--- src/rtl/bus_pkg.sv ---
`default_nettype none
// ============================================================================
// Module  : bus_pkg
// Brief   : Shared types and default widths for the bus cycle arbiter.
// Revision: 1.0 - initial release
// ============================================================================
package bus_pkg;

  localparam int ADDR_W_DEF = 20;
  localparam int DATA_W_DEF = 8;

  typedef enum logic [5:0] {
    IDLE = 6'b000001,
    T1   = 6'b000010,
    T2   = 6'b000100,
    T3   = 6'b001000,
    TW   = 6'b010000,
    T4   = 6'b100000
  } bus_state_t;

  typedef enum logic {
    BUS_READ  = 1'b0,
    BUS_WRITE = 1'b1
  } bus_op_t;

endpackage
`default_nettype wire

--- src/rtl/rr_arbiter2.sv ---
`default_nettype none
// ============================================================================
// Module  : rr_arbiter2
// Brief   : Combinational two-way round-robin grant; a tie goes to the
//           requester that did not win last time.
// Revision: 1.0 - initial release
// ============================================================================
module rr_arbiter2 (
  input  logic [1:0] req_i,
  input  logic       last_grant_i,
  output logic       gnt_valid_o,
  output logic       gnt_idx_o
);

  always_comb begin
    gnt_valid_o = |req_i;
    gnt_idx_o   = (req_i == 2'b11) ? ~last_grant_i : req_i[1];
  end

endmodule
`default_nettype wire

--- src/rtl/bus_cycle_arbiter.sv ---
`default_nettype none
// ============================================================================
// Module  : bus_cycle_arbiter
// Brief   : Shares an 8086-style T1/T2/T3/Tw/T4 bus between two requesters
//           with round-robin arbitration and READY/fixed wait states.
// Revision: 1.0 - initial release
// ============================================================================
module bus_cycle_arbiter
  import bus_pkg::*;
#(
  parameter int ADDR_W      = ADDR_W_DEF,
  parameter int DATA_W      = DATA_W_DEF,
  parameter int WAIT_STATES = 0
) (
  input  logic              CLK,
  input  logic              RESET,
  input  logic              req0,
  input  logic              req1,
  input  logic              we0,
  input  logic              we1,
  input  logic              iom0,
  input  logic              iom1,
  input  logic [ADDR_W-1:0] addr0,
  input  logic [ADDR_W-1:0] addr1,
  input  logic [DATA_W-1:0] wdata0,
  input  logic [DATA_W-1:0] wdata1,
  output logic              ack0,
  output logic              ack1,
  output logic [DATA_W-1:0] rdata,
  output logic              ALE,
  output logic              RD,
  output logic              WR,
  output logic              DEN,
  output logic              IOM,
  output logic [ADDR_W-1:0] Address,
  output logic [DATA_W-1:0] Dout,
  input  logic [DATA_W-1:0] Din,
  input  logic              READY
);

  localparam logic [3:0] C_WAIT = 4'(WAIT_STATES);

  bus_state_t        state_q;
  bus_op_t           op_q;
  logic              owner_q;
  logic              last_grant_q;
  logic [3:0]        wait_cnt_q;
  logic [3:0]        wait_cnt_d;
  logic              finish_d;
  logic              gnt_valid;
  logic              gnt_idx;
  logic              ale_q;
  logic              rd_n_q;
  logic              wr_n_q;
  logic              den_q;
  logic              iom_q;
  logic [ADDR_W-1:0] addr_q;
  logic [DATA_W-1:0] dout_q;
  logic [DATA_W-1:0] rdata_q;
  logic              ack0_q;
  logic              ack1_q;

  rr_arbiter2 u_arb (
    .req_i        ({req1, req0}),
    .last_grant_i (last_grant_q),
    .gnt_valid_o  (gnt_valid),
    .gnt_idx_o    (gnt_idx)
  );

  // The counter is judged on its post-decrement value, so WAIT_STATES=N
  // yields exactly N Tw cycles when READY stays high.
  always_comb begin
    wait_cnt_d = (wait_cnt_q == 4'd0) ? 4'd0 : wait_cnt_q - 4'd1;
    finish_d   = READY && (((state_q == T3) && (C_WAIT == 4'd0)) ||
                           ((state_q == TW) && (wait_cnt_d == 4'd0)));
  end

  always_ff @(posedge CLK or negedge RESET) begin
    if (!RESET) begin
      state_q      <= IDLE;
      op_q         <= BUS_READ;
      owner_q      <= 1'b0;
      last_grant_q <= 1'b1;
      wait_cnt_q   <= 4'd0;
      ale_q        <= 1'b0;
      rd_n_q       <= 1'b1;
      wr_n_q       <= 1'b1;
      den_q        <= 1'b0;
      iom_q        <= 1'b1;
      addr_q       <= '0;
      dout_q       <= '0;
      rdata_q      <= '0;
      ack0_q       <= 1'b0;
      ack1_q       <= 1'b0;
    end else begin
      ack0_q <= 1'b0;
      ack1_q <= 1'b0;
      unique case (state_q)
        IDLE: begin
          if (gnt_valid) begin
            state_q      <= T1;
            ale_q        <= 1'b1;
            owner_q      <= gnt_idx;
            last_grant_q <= gnt_idx;
            if (gnt_idx) begin
              op_q   <= we1 ? BUS_WRITE : BUS_READ;
              iom_q  <= iom1;
              addr_q <= addr1;
              dout_q <= wdata1;
            end else begin
              op_q   <= we0 ? BUS_WRITE : BUS_READ;
              iom_q  <= iom0;
              addr_q <= addr0;
              dout_q <= wdata0;
            end
          end
        end
        T1: begin
          ale_q   <= 1'b0;
          state_q <= T2;
          if (op_q == BUS_WRITE) begin
            wr_n_q <= 1'b0;
            den_q  <= 1'b1;
          end else begin
            rd_n_q <= 1'b0;
          end
        end
        T2: state_q <= T3;
        T3: begin
          if (!finish_d) begin
            state_q    <= TW;
            wait_cnt_q <= C_WAIT;
          end
        end
        TW:      wait_cnt_q <= wait_cnt_d;
        T4:      state_q <= IDLE;
        default: state_q <= IDLE;
      endcase
      // Completion overrides the case above: release strobes and pulse ack.
      if (finish_d) begin
        state_q <= T4;
        rd_n_q  <= 1'b1;
        wr_n_q  <= 1'b1;
        den_q   <= 1'b0;
        ack0_q  <= ~owner_q;
        ack1_q  <= owner_q;
        if (op_q == BUS_READ) rdata_q <= Din;
      end
    end
  end

  assign ALE     = ale_q;
  assign RD      = rd_n_q;
  assign WR      = wr_n_q;
  assign DEN     = den_q;
  assign IOM     = iom_q;
  assign Address = addr_q;
  assign Dout    = dout_q;
  assign rdata   = rdata_q;
  assign ack0    = ack0_q;
  assign ack1    = ack1_q;

endmodule
`default_nettype wire

--- config.mk ---
export PLATFORM = sky130hd
export DESIGN_NAME = bus_cycle_arbiter
export DESIGN_NICKNAME = d
export VERILOG_FILES = /design/src/rtl/bus_pkg.sv /design/src/rtl/rr_arbiter2.sv /design/src/rtl/bus_cycle_arbiter.sv
export SDC_FILE = /design/constraint.sdc
export NUM_CORES = 1
export LEC_CHECK = 0
export ABC_CLOCK_PERIOD_IN_PS = 3710
export CAP_MARGIN = 20
export CORE_ASPECT_RATIO = 1.2
export CORE_MARGIN = 3
export CORE_UTILIZATION = 41
export DETAILED_ROUTE_END_ITERATION = 16
export DONT_BUFFER_PORTS = 1
export GPL_TIMING_DRIVEN = 0
export HOLD_SLACK_MARGIN = 0.08
export SLEW_MARGIN = 10
export SYNTH_ARGS = -nofsm -noshare
export SYNTH_HDL_FRONTEND = slang
export SYNTH_SLANG_ARGS = --single-unit
--- constraint.sdc ---
create_clock -name CLK -period 3.71 [get_ports CLK]
set_input_delay 0.371 -clock CLK [delete_from_list [all_inputs] [get_ports CLK]]
set_output_delay 0.371 -clock CLK [all_outputs]
set_load 0.02 [all_outputs]
==> run metrics, run 1 <==
DRT iter0 DRCs=55; Hold WC Path Type=in -> reg; setup slack after layout=around 1.8 ns; Total Routing Usage GR=0.149; final worst path period share=0.526; first-pass GRT wire length=slightly above 8000 um; post-synthesis cell type count=38; final setup TNS=0 ns; Switching Fraction=0.423; DIE AREA=approximately 7000 sq um; H-tree depth=2; post-CTS sizing=0; clock transition at the registers of the reported paths=~0.10 ns; Layout Skew=approximately 0.0075 ns; Antenna diodes=0; synthesis-to-finish area growth=10.3%; area occupied by multi-input gates=1000 sq um; antenna violations before repair=0; vias in the first global route=approximately 1600; Final Slew Violations=0; routed wire length per instance=~17 um; Max-cap violations=0; # setup viols final=0; clock sinks=between 50 and 60; Switch Pwr=between 0.001 and 0.0015 W; drt pass-1 iters=3; Root Buffer=clkbuf_8; Yosys reg bits=56; met2 routed WL=about 2700 um; RSZ-0062 raised after global routing=false; Num CTS Buffers=5; Post-Syn Instances=between 200 and 250; headroom to the max-slew limit=0.514; Syn Nets=between 200 and 300; Row Count=30; yosys warns=0; Final #Nets=about 290; detail-routed via count per cell=5.23; Lkg Pwr=1.22 nW; share of post-route cells with drive strength above 1=0.162; Setup Fix Bufs, Post-CTS=0; GPL Wtd Cong=0.734; number of routed nets with antenna violations=0; count of final hold-check violations=0; Filler Cell Count=between 500 and 600; WS Path Type=reg -> reg; synthesized cell area=2460 sq um; CP Launch Type=flop; Clock power frac=0.173; Critical Path Fanout Max=8; CP arrival=~2.2 ns; PortBufs=0; Power, Total=approximately 0.0024 W; Slew @ Worst Pin=~0.73 ns; worst skew pair latency=roughly 0.31 ns; internal power=between 0.001 and 0.0015 W; register area share after synthesis=0.571; status=finished clean; Starting Density=0.429; I/O pins=between 100 and 150; chip width=76.8 um; Post-DP HPWL=approximately 3700 um; TritonCTS clock tree=yes; Routed WL=between 5000 and 6000 um; CORE AREA=5740 sq um; final period demand of the worst path=between 1.5 and 2 ns; EDFF count, synth=0; ys flop type=dfrtp_1; uppermost layer routed=met4; Mean Syn Cell Area=roughly 12 sq um; combinational power share=0.270; CTS max path bufs=2; Reg area=about 1400 sq um; crit-path cells=nor4_2, nand3b_2, o32ai_4, mux2_2; Die Y=a little over 90 um; largest net degree at the start of global routing=57; fmax=approximately 510 MHz; met1 WL=~2100 um; worst vdd ir=around 0.00035 V; sequential group share of total power=0.557; Setup WS pre-CTS=roughly 1.7 ns; GR Overflow Total=0; Post-CTS Hold Fix Bufs=2; ys async rst share=1.00; Via Count=about 1600; Worst Path Required=just under 4 ns; PwrDens=approximately 870 nW/um^2; drt drc=0; CP peak stage delay=approximately 0.45 ns; CP max-delay cell=o32ai_4; CP endpoint kind=flop; WL met3=approximately 290 um
[area by class of cell]
type / count / area share
Buffer: 9 / 0.0179
Clock buffer: 5 / 0.0253
Clock inverter: 3 / 0.0175
Inverter: 2 / 0.00276
Multi-Input combinational cell: 145 / 0.368
Sequential cell: 56 / 0.518
Tap cell: 80 / 0.0368
Timing Repair Buffer: 2 / 0.0138
[through the flow]
step	instances	utilization	area, sq um	hold WS [ns]
after floorplan	212	-	2460	0.0754
after global placement	292	0.447	2560	0.0766
after detailed placement	292	0.447	2560	0.0763
after CTS	302	0.473	2720	0.147
after global routing	302	0.473	2720	0.139
final	302	0.473	2720	0.158
[Yosys cell counts, types with 2 or more instances]
cell type | number | area share
mux2_2 | 10 | 0.046
nand2_1 | 2 | 0.0030
nor2b_1 | 2 | 0.0051
clkbuf_1 | 2 | 0.0030
nor3_1 | 2 | 0.0041
o22ai_1 | 2 | 0.0051
buf_4 | 3 | 0.0091
buf_2 | 3 | 0.0061
nand2b_1 | 2 | 0.0051
and2_1 | 2 | 0.0051
nor4_1 | 2 | 0.0051
mux2i_1 | 30 | 0.12
dfrtp_1 | 51 | 0.52
o21ai_0 | 2 | 0.0041
a21o_1 | 2 | 0.0061
nor2_1 | 39 | 0.059
a21oi_1 | 31 | 0.063
dfstp_2 | 5 | 0.053
[sequential cells by signal, indices dropped and copies added (netlist names), 4 cells and up]
register	count
rdata	8
Dout	8
wait_cnt_q	4
state_q	6
Address	20
[worst paths after layout]
kind / cells past startpoint / to / slack (ns) / from
max: 4 / rdata[3] / 1.76 / state_q[1]
min: 1 / state_q[4] / 0.16 / READY
min reg2reg: 1 / ack0 / 0.47 / owner_q
max in group asynchronous: 2 / last_grant_q / 2.85 / RESET
min in group asynchronous: 2 / Address[18] / 0.57 / RESET
max reg2reg: 4 / rdata[3] / 1.76 / state_q[1]
[power by group through the flow]
stage	Clock, W	Combinational, W	Sequential [W]
6_report	0.000410	0.000639	0.00132
3_5_place_dp	0	0.000643	0.00134
5_1_grt	0.000453	0.000731	0.00135
2_1_floorplan	0	0.000527	0.00128
3_3_place_gp	0	0.000618	0.00134
4_1_cts	0.000425	0.000655	0.00133
[critical path: cells and delay by family, from the launching register on]
family / cells / cell delay [ns]
compound gates: 1 / 0.45
flops: 1 / 0.42
simple gates: 2 / 0.58
mux: 1 / 0.39
[cell usage in the layout (no fill, tap or decap), types with 3 or more instances in the layout]
cell type / count
dfrtp_1: 51
nor2_1: 39
a21oi_1: 31
mux2i_1: 30
mux2_2: 10
dfstp_2: 5
clkbuf_8: 5
buf_2: 3
buf_4: 3
[routing by layer]
metal,vias to the layer above,track usage
met3,4,0.0437
met4,0,0.0498
met2,53,0.255
met1,758,0.177
li1,763,-
met5,-,0
[logic make-up after synthesis]
group           after synthesis  share of synthesized area
simple gates                 60                      0.124
buf+inv                      11                     0.0228
mux                          40                      0.168
compound gates               45                      0.114
flops                        56                      0.571
No activity file was read; power rests on OpenSTA's default activity.
==> run 2: changes to the inputs <==
--- a/config.mk
+++ b/config.mk
@@ -5,7 +5,7 @@
 export SDC_FILE = /design/constraint.sdc
 export NUM_CORES = 1
 export LEC_CHECK = 0
-export ABC_CLOCK_PERIOD_IN_PS = 3710
+export ABC_CLOCK_PERIOD_IN_PS = 1800
 export CAP_MARGIN = 20
 export CORE_ASPECT_RATIO = 1.2
 export CORE_MARGIN = 3
==> constraint.sdc (replaced) <==
create_clock -name CLK -period 1.8 [get_ports CLK]
set_input_delay 0.18 -clock CLK [delete_from_list [all_inputs] [get_ports CLK]]
set_output_delay 0.18 -clock CLK [all_outputs]
set_load 0.02 [all_outputs]
==> run 2 against run 1 <==
Compared with the run above:
- critical path depth is 1 higher
- highest routed layer unchanged
- first-iteration DRC count increased by 69%
- global-route usage is 2.2 points higher
- via count rose by 16%
- clock skew grew 0.0041 ns
- utilization is 9.8 points higher
- routed wire length up 18%
- critical path type unchanged
==> run metrics, run 2 (synthesis results as in run 1) <==
first-pass GRT wire length=9340 um (+14%); Filler Cell Count=485 (-9.0%); chip width=76.8 um (unchanged); worst hold slack=0.0830 ns (-0.0749 ns); status=finished clean; CTS max path bufs=2 (unchanged); internal power=0.00309 W (+130%); clock transition at the registers of the reported paths=0.11 ns (about the same); share of post-route cells with drive strength above 1=0.201 (+0.0386); most common cell after layout, fill and taps aside=dfrtp_1; WS Path Type=reg -> reg; Clock power frac=0.161 (-0.012); final core utilization=0.572 (+0.0985); PwrDens=1600 nW/um^2 (+84%); CP Launch Type=flop; Antenna diodes=0 (unchanged); DRT iter0 DRCs=93 (+69%); max FFs per register=20 (unchanged); RSZ-0062 raised after global routing=true; TritonCTS clock tree=yes; number of routed nets with antenna violations=0 (unchanged); final period demand of the worst path=1.77 ns (-0.181 ns); Layout Skew=0.0116 ns (+0.00410 ns); Routed WL=6060 um (+18%); antenna violations before repair=0 (unchanged); CORE AREA=5740 sq um (unchanged); I/O pins=116 (unchanged); vias in the first global route=1839 (+15%); synthesis-to-finish area growth=33.2%; Row Count=30 (unchanged); Critical Path Fanout Max=8 (unchanged); drt pass-1 iters=4 (+1); count of final hold-check violations=0 (unchanged); sequential group share of total power=0.521 (-0.036); Worst Path Required=2.01 ns (-1.90 ns); GR Overflow Total=0 (unchanged); headroom to the max-slew limit=0.772 (+0.258); GPL Wtd Cong=0.734 (unchanged); area occupied by multi-input gates=1070 sq um (+6.5%); Max-cap violations=0 (unchanged); Hold WC Path Type=in -> reg; # setup viols final=0 (unchanged); dpl cells=292 (unchanged); fmax=565 MHz (+10%); commonest non-fill, non-tap cells in the layout=50 x dfrtp_1, 39 x nor2_1, 38 x dlygate4sd3_1; detail-routed via count per cell=5.26 (+0.68%); DIE AREA=6980 sq um (unchanged); largest net degree at the start of global routing=57 (unchanged); worst skew pair latency=0.31 ns (about the same); Die Y=90.9 um (unchanged); H-tree depth=2 (unchanged); routed wire length per instance=17.4 um (+2.0%); clock sinks=56 (unchanged); Via Count=1836 (+16%); combinational power share=0.318 (+0.048); PortBufs=0 (unchanged); Root Buffer=clkbuf_8; Post-DP HPWL=3690 um (unchanged); CP endpoint kind=flop; Non-Filler Instances=349 (+16%); CP arrival=1.98 ns (-0.17 ns); worst vdd ir=0.000773 V (+120%); drt drc=0 (unchanged); Num CTS Buffers=5 (unchanged); Final #Nets=341 (+16%); Slew @ Worst Pin=0.340 ns (-0.389 ns); final worst path period share=0.983 (+0.457); Switching Fraction=0.414 (-0.00871); Starting Density=0.429 (unchanged); Switch Pwr=0.00218 W (+120%); Lkg Pwr=1.49 nW (+22%); Final Slew Violations=0 (unchanged); Total Routing Usage GR=0.170 (+0.0215); Reg area=1410 sq um (about the same)
==> run 2: through the flow <==
stage	worst slack [ns]	total power, W	setup TNS, ns	area (sq um)
after detailed placement	-0.149	0.00408	-5.12	2560
after global routing	-0.0392	0.00559	-0.284	3280
final	0.0298	0.00527	0	3280
after CTS	-0.0296	0.00521	-0.189	3180
after global placement	-0.146	0.00403	-4.46	2560
after floorplan	0.0406	0.00372	0	2460
==> run 2: path summary, 6_finish.rpt <==
| kind | cells past startpoint | end | from | slack, ns |
|---|---|---|---|---|
| min in group asynchronous | 2 | Address[18] | RESET | 0.38 |
| min | 2 | Address[17] | addr0[17] | 0.08 |
| max in group asynchronous | 2 | last_grant_q | RESET | 1.12 |
| max reg2reg | 5 | rdata[0] | state_q[1] | 0.03 |
| min reg2reg | 1 | ack0 | owner_q | 0.48 |
| max | 5 | rdata[0] | state_q[1] | 0.03 |
==> run 2: power by group through the flow <==
| stage | combinational [W] | sequential, W | clock [W] |
|---|---|---|---|
| floorplan | 0.00109 | 0.00263 | 0 |
| global route | 0.00186 | 0.00280 | 0.000929 |
| global placement | 0.00127 | 0.00276 | 0 |
| detailed placement | 0.00133 | 0.00276 | 0 |
| finish | 0.00167 | 0.00275 | 0.000850 |
| CTS | 0.00158 | 0.00275 | 0.000876 |
==> run 2: per-layer routing <==
| metal | track usage | up-vias | share of wire |
|---|---|---|---|
| met5 | 0 | - | 0 |
| met4 | 0.0498 | 0 | 0.011 |
| met3 | 0.0437 | 7 | 0.048 |
| met2 | 0.299 | 58 | 0.55 |
| met1 | 0.204 | 909 | 0.39 |
| li1 | - | 862 | - |
==> run 2: final cells by class <==
cell class              instances  share of cell area
flip-flops and latches         56               0.429
multi-input cells             145               0.325
repair buffers                 49               0.155
well taps                      80              0.0305
plain buffers                   9              0.0229
clock buffers                   5              0.0210
clock inverters                 3              0.0145
inverters                       2             0.00305
==> run 2: worst max-delay path, cell delays in order (launching register included) <==
cell,delay (ns)
dfrtp_1,0.44
nor4_4,0.35
nand3b_4,0.14
o32ai_4,0.26
buf_12,0.18
mux2_4,0.30
==> run 2: what timing repair did <==
action / CTS / global route
setup endpoints to repair: 45 / 50
hold endpoints to repair: 82 / 3
pin swaps: 6 / 6
hold buffers: 36 / 3
resized for setup: 16 / 10
setup buffers: 5 / 5
==> run 3: changes to the inputs <==
--- a/config.mk
+++ b/config.mk
@@ -14,7 +14,9 @@
 export DONT_BUFFER_PORTS = 1
 export GPL_TIMING_DRIVEN = 0
 export HOLD_SLACK_MARGIN = 0.08
-export SLEW_MARGIN = 10
+export PLACE_DENSITY = 0.65
+export REMOVE_ABC_BUFFERS = 1
+export SLEW_MARGIN = 20
 export SYNTH_ARGS = -nofsm -noshare
 export SYNTH_HDL_FRONTEND = slang
 export SYNTH_SLANG_ARGS = --single-unit
==> run 3 against run 2 <==
Compared with the run above:
- the run now ends with setup timing left
- largest power group unchanged
- non-clock buffer count fell by 1
- routed wire length rose by 6.3%
- combinational power rose by 62%
- final cell count down 0.29%
- worst setup slack worse by 0.13 ns
- power is 18% higher
- clock skew down 0.0012 ns
- worst hold slack got worse by 0.0050 ns
- critical endpoint is now rdata[6]
- critical path depth up 1
- fmax shrank 6.6%
==> run metrics, run 3 (synthesis results as in run 1) <==
status=finished, violations left; failing checks=setup timing; CP arrival=2.09 ns (+0.11 ns); RSZ-0062 raised after global routing=true; first-pass GRT wire length=9110 um (-2.4%); Post-DP Area=2600 sq um (+1.4%); routed wire length per instance=18.5 um (+6.6%); Hold WC Path Type=in -> reg; clock sinks=56 (unchanged); DRT iter0 DRCs=43 (-54%); synthesis-to-finish area growth=46.0%; Die Y=90.9 um (unchanged); Min-Delay Path Depth=2 (unchanged); most common cell after layout, fill and taps aside=dfrtp_1; Power, Total=0.00624 W (+18%); antenna violations before repair=0 (unchanged); worst skew pair latency=0.31 ns (about the same); TritonCTS clock tree=yes; final core utilization=0.627 (+0.0547); CORE AREA=5740 sq um (unchanged); final setup TNS=-0.724 ns (-0.724 ns); Slew @ Worst Pin=0.652 ns (+0.312 ns); Max-cap violations=0 (unchanged); PortBufs=0 (unchanged); commonest non-fill, non-tap cells in the layout=51 x dfrtp_1, 31 x dlygate4sd3_1, 30 x mux2i_1; setup slack after layout=-0.0959 ns (-0.126 ns); GPL Wtd Cong=0.702 (-4.4%); CP endpoint kind=flop; Routed WL=6450 um (+6.3%); Final #Nets=340 (-0.29%); fmax=527 MHz (-6.6%); CTS max path bufs=2 (unchanged); CP Buf/Inv Count=2 (+1); I/O pins=116 (unchanged); CP peak stage delay=0.42 ns (-0.02 ns); worst vdd ir=0.00103 V (+33%); WS Path Type=reg -> reg; DIE AREA=6980 sq um (unchanged); final worst path period share=1.05 (+0.0699); Lkg Pwr=1.57 nW (+5.4%); share of post-route cells with drive strength above 1=0.358 (+0.157); Critical Path Stages=6 (+1); Root Buffer=clkbuf_8; Antenna diodes=0 (unchanged); PwrDens=1730 nW/um^2 (+8.1%); chip width=76.8 um (unchanged); final period demand of the worst path=1.90 ns (+0.126 ns); Total Routing Usage GR=0.163 (-0.00768); drt pass-1 iters=4 (unchanged); count of final hold-check violations=0 (unchanged); cell area after layout=3600 sq um (+9.6%); drt drc=0 (unchanged); Critical Path Fanout Max=8 (unchanged); family with the most delay on the worst path=simple AND/OR/NAND/NOR gates; CP max-delay cell=dfrtp_1; Num CTS Buffers=5 (unchanged); # setup viols final=10 (+10); number of routed nets with antenna violations=0 (unchanged); H-tree depth=2 (unchanged); detail-routed via count per cell=5.39 (+2.5%); Layout Skew=0.0104 ns (-0.00122 ns); CP Launch Type=flop; largest net degree at the start of global routing=57 (unchanged); Worst Path Required=1.99 ns (-0.02 ns); Via Count=1876 (+2.2%); Starting Density=0.429 (unchanged); max FFs per register=20 (unchanged); GR Overflow Total=0 (unchanged); clock transition at the registers of the reported paths=0.11 ns (about the same); vias in the first global route=1815 (-1.3%); Post-DP HPWL=3510 um (-4.7%); headroom to the max-slew limit=0.564 (-0.208); worst reg-to-reg path cell count=6 (+1); Filler Cell Count=429 (-12%); Final Slew Violations=0 (unchanged); Row Count=30 (unchanged); crit-path cells=buf_6, nor4_4, nand3b_4, o32ai_4, buf_12, mux2_4
==> run 3: stage by stage <==
step / std cells / setup slack, ns / hold slack [ns]
after CTS: 335 / -0.0967 / 0.0800
after floorplan: 203 / -1.20 / -0.116
after global placement: 283 / -1.86 / -0.114
after global routing: 348 / -0.145 / 0.0826
after detailed placement: 287 / -0.318 / -0.114
final: 348 / -0.0959 / 0.0780
==> run 3: worst register-to-register path, stage by stage, from the launching register on <==
cell	delay, ns
dfrtp_1	0.42
buf_6	0.14
nor4_4	0.36
nand3b_4	0.13
o32ai_4	0.25
buf_12	0.18
mux2_4	0.31
==> run 3: area by class of cell <==
class | count | area (sq um) | area share
repair buffers | 57 | 729 | 0.203
inverters | 2 | 10.0 | 0.00278
well taps | 80 | 100 | 0.0278
clock inverters | 2 | 13.8 | 0.00382
clock buffers | 6 | 72.6 | 0.0202
multi-input cells | 145 | 1260 | 0.352
flip-flops and latches | 56 | 1410 | 0.391
==> run 3: report_power, final <==
part / internal [W] / switching (W) / total (W) / leakage [nW]
registers: 0.00181 / 0.00104 / 0.00284 / 0.657
logic: 0.00152 / 0.00118 / 0.00271 / 0.870
clock network: 0.000279 / 0.000414 / 0.000693 / 0.0456
total: 0.00361 / 0.00263 / 0.00624 / 1.57
==> run 3: path summary, 6_finish.rpt <==
| kind | startpoint | to | slack (ns) |
|---|---|---|---|
| hold reg to reg | owner_q | ack0 | 0.46 |
| min in group asynchronous | RESET | ack1 | 0.39 |
| hold / removal | addr0[13] | Address[13] | 0.08 |
| setup / recovery | state_q[4] | rdata[6] | -0.1 |
| max in group asynchronous | RESET | RD | 1.11 |
| setup reg to reg | state_q[4] | rdata[6] | -0.1 |
==> run 3: metal layers <==
layer	wire [um]	vias to the layer above	GRT usage
li1	-	864	-
met1	2480	924	0.195
met2	3410	84	0.274
met3	506	4	0.0536
met4	42	0	0.0529
met5	0	-	0
==> run 3: what timing repair did <==
item,in CTS,in global routing
buffers inserted,10,6
resized for setup,13,67
endpoints found under the setup margin,32,45
gates cloned,1,4
endpoints found under the hold margin,79,2
pin swaps,2,6
hold buffers,29,3
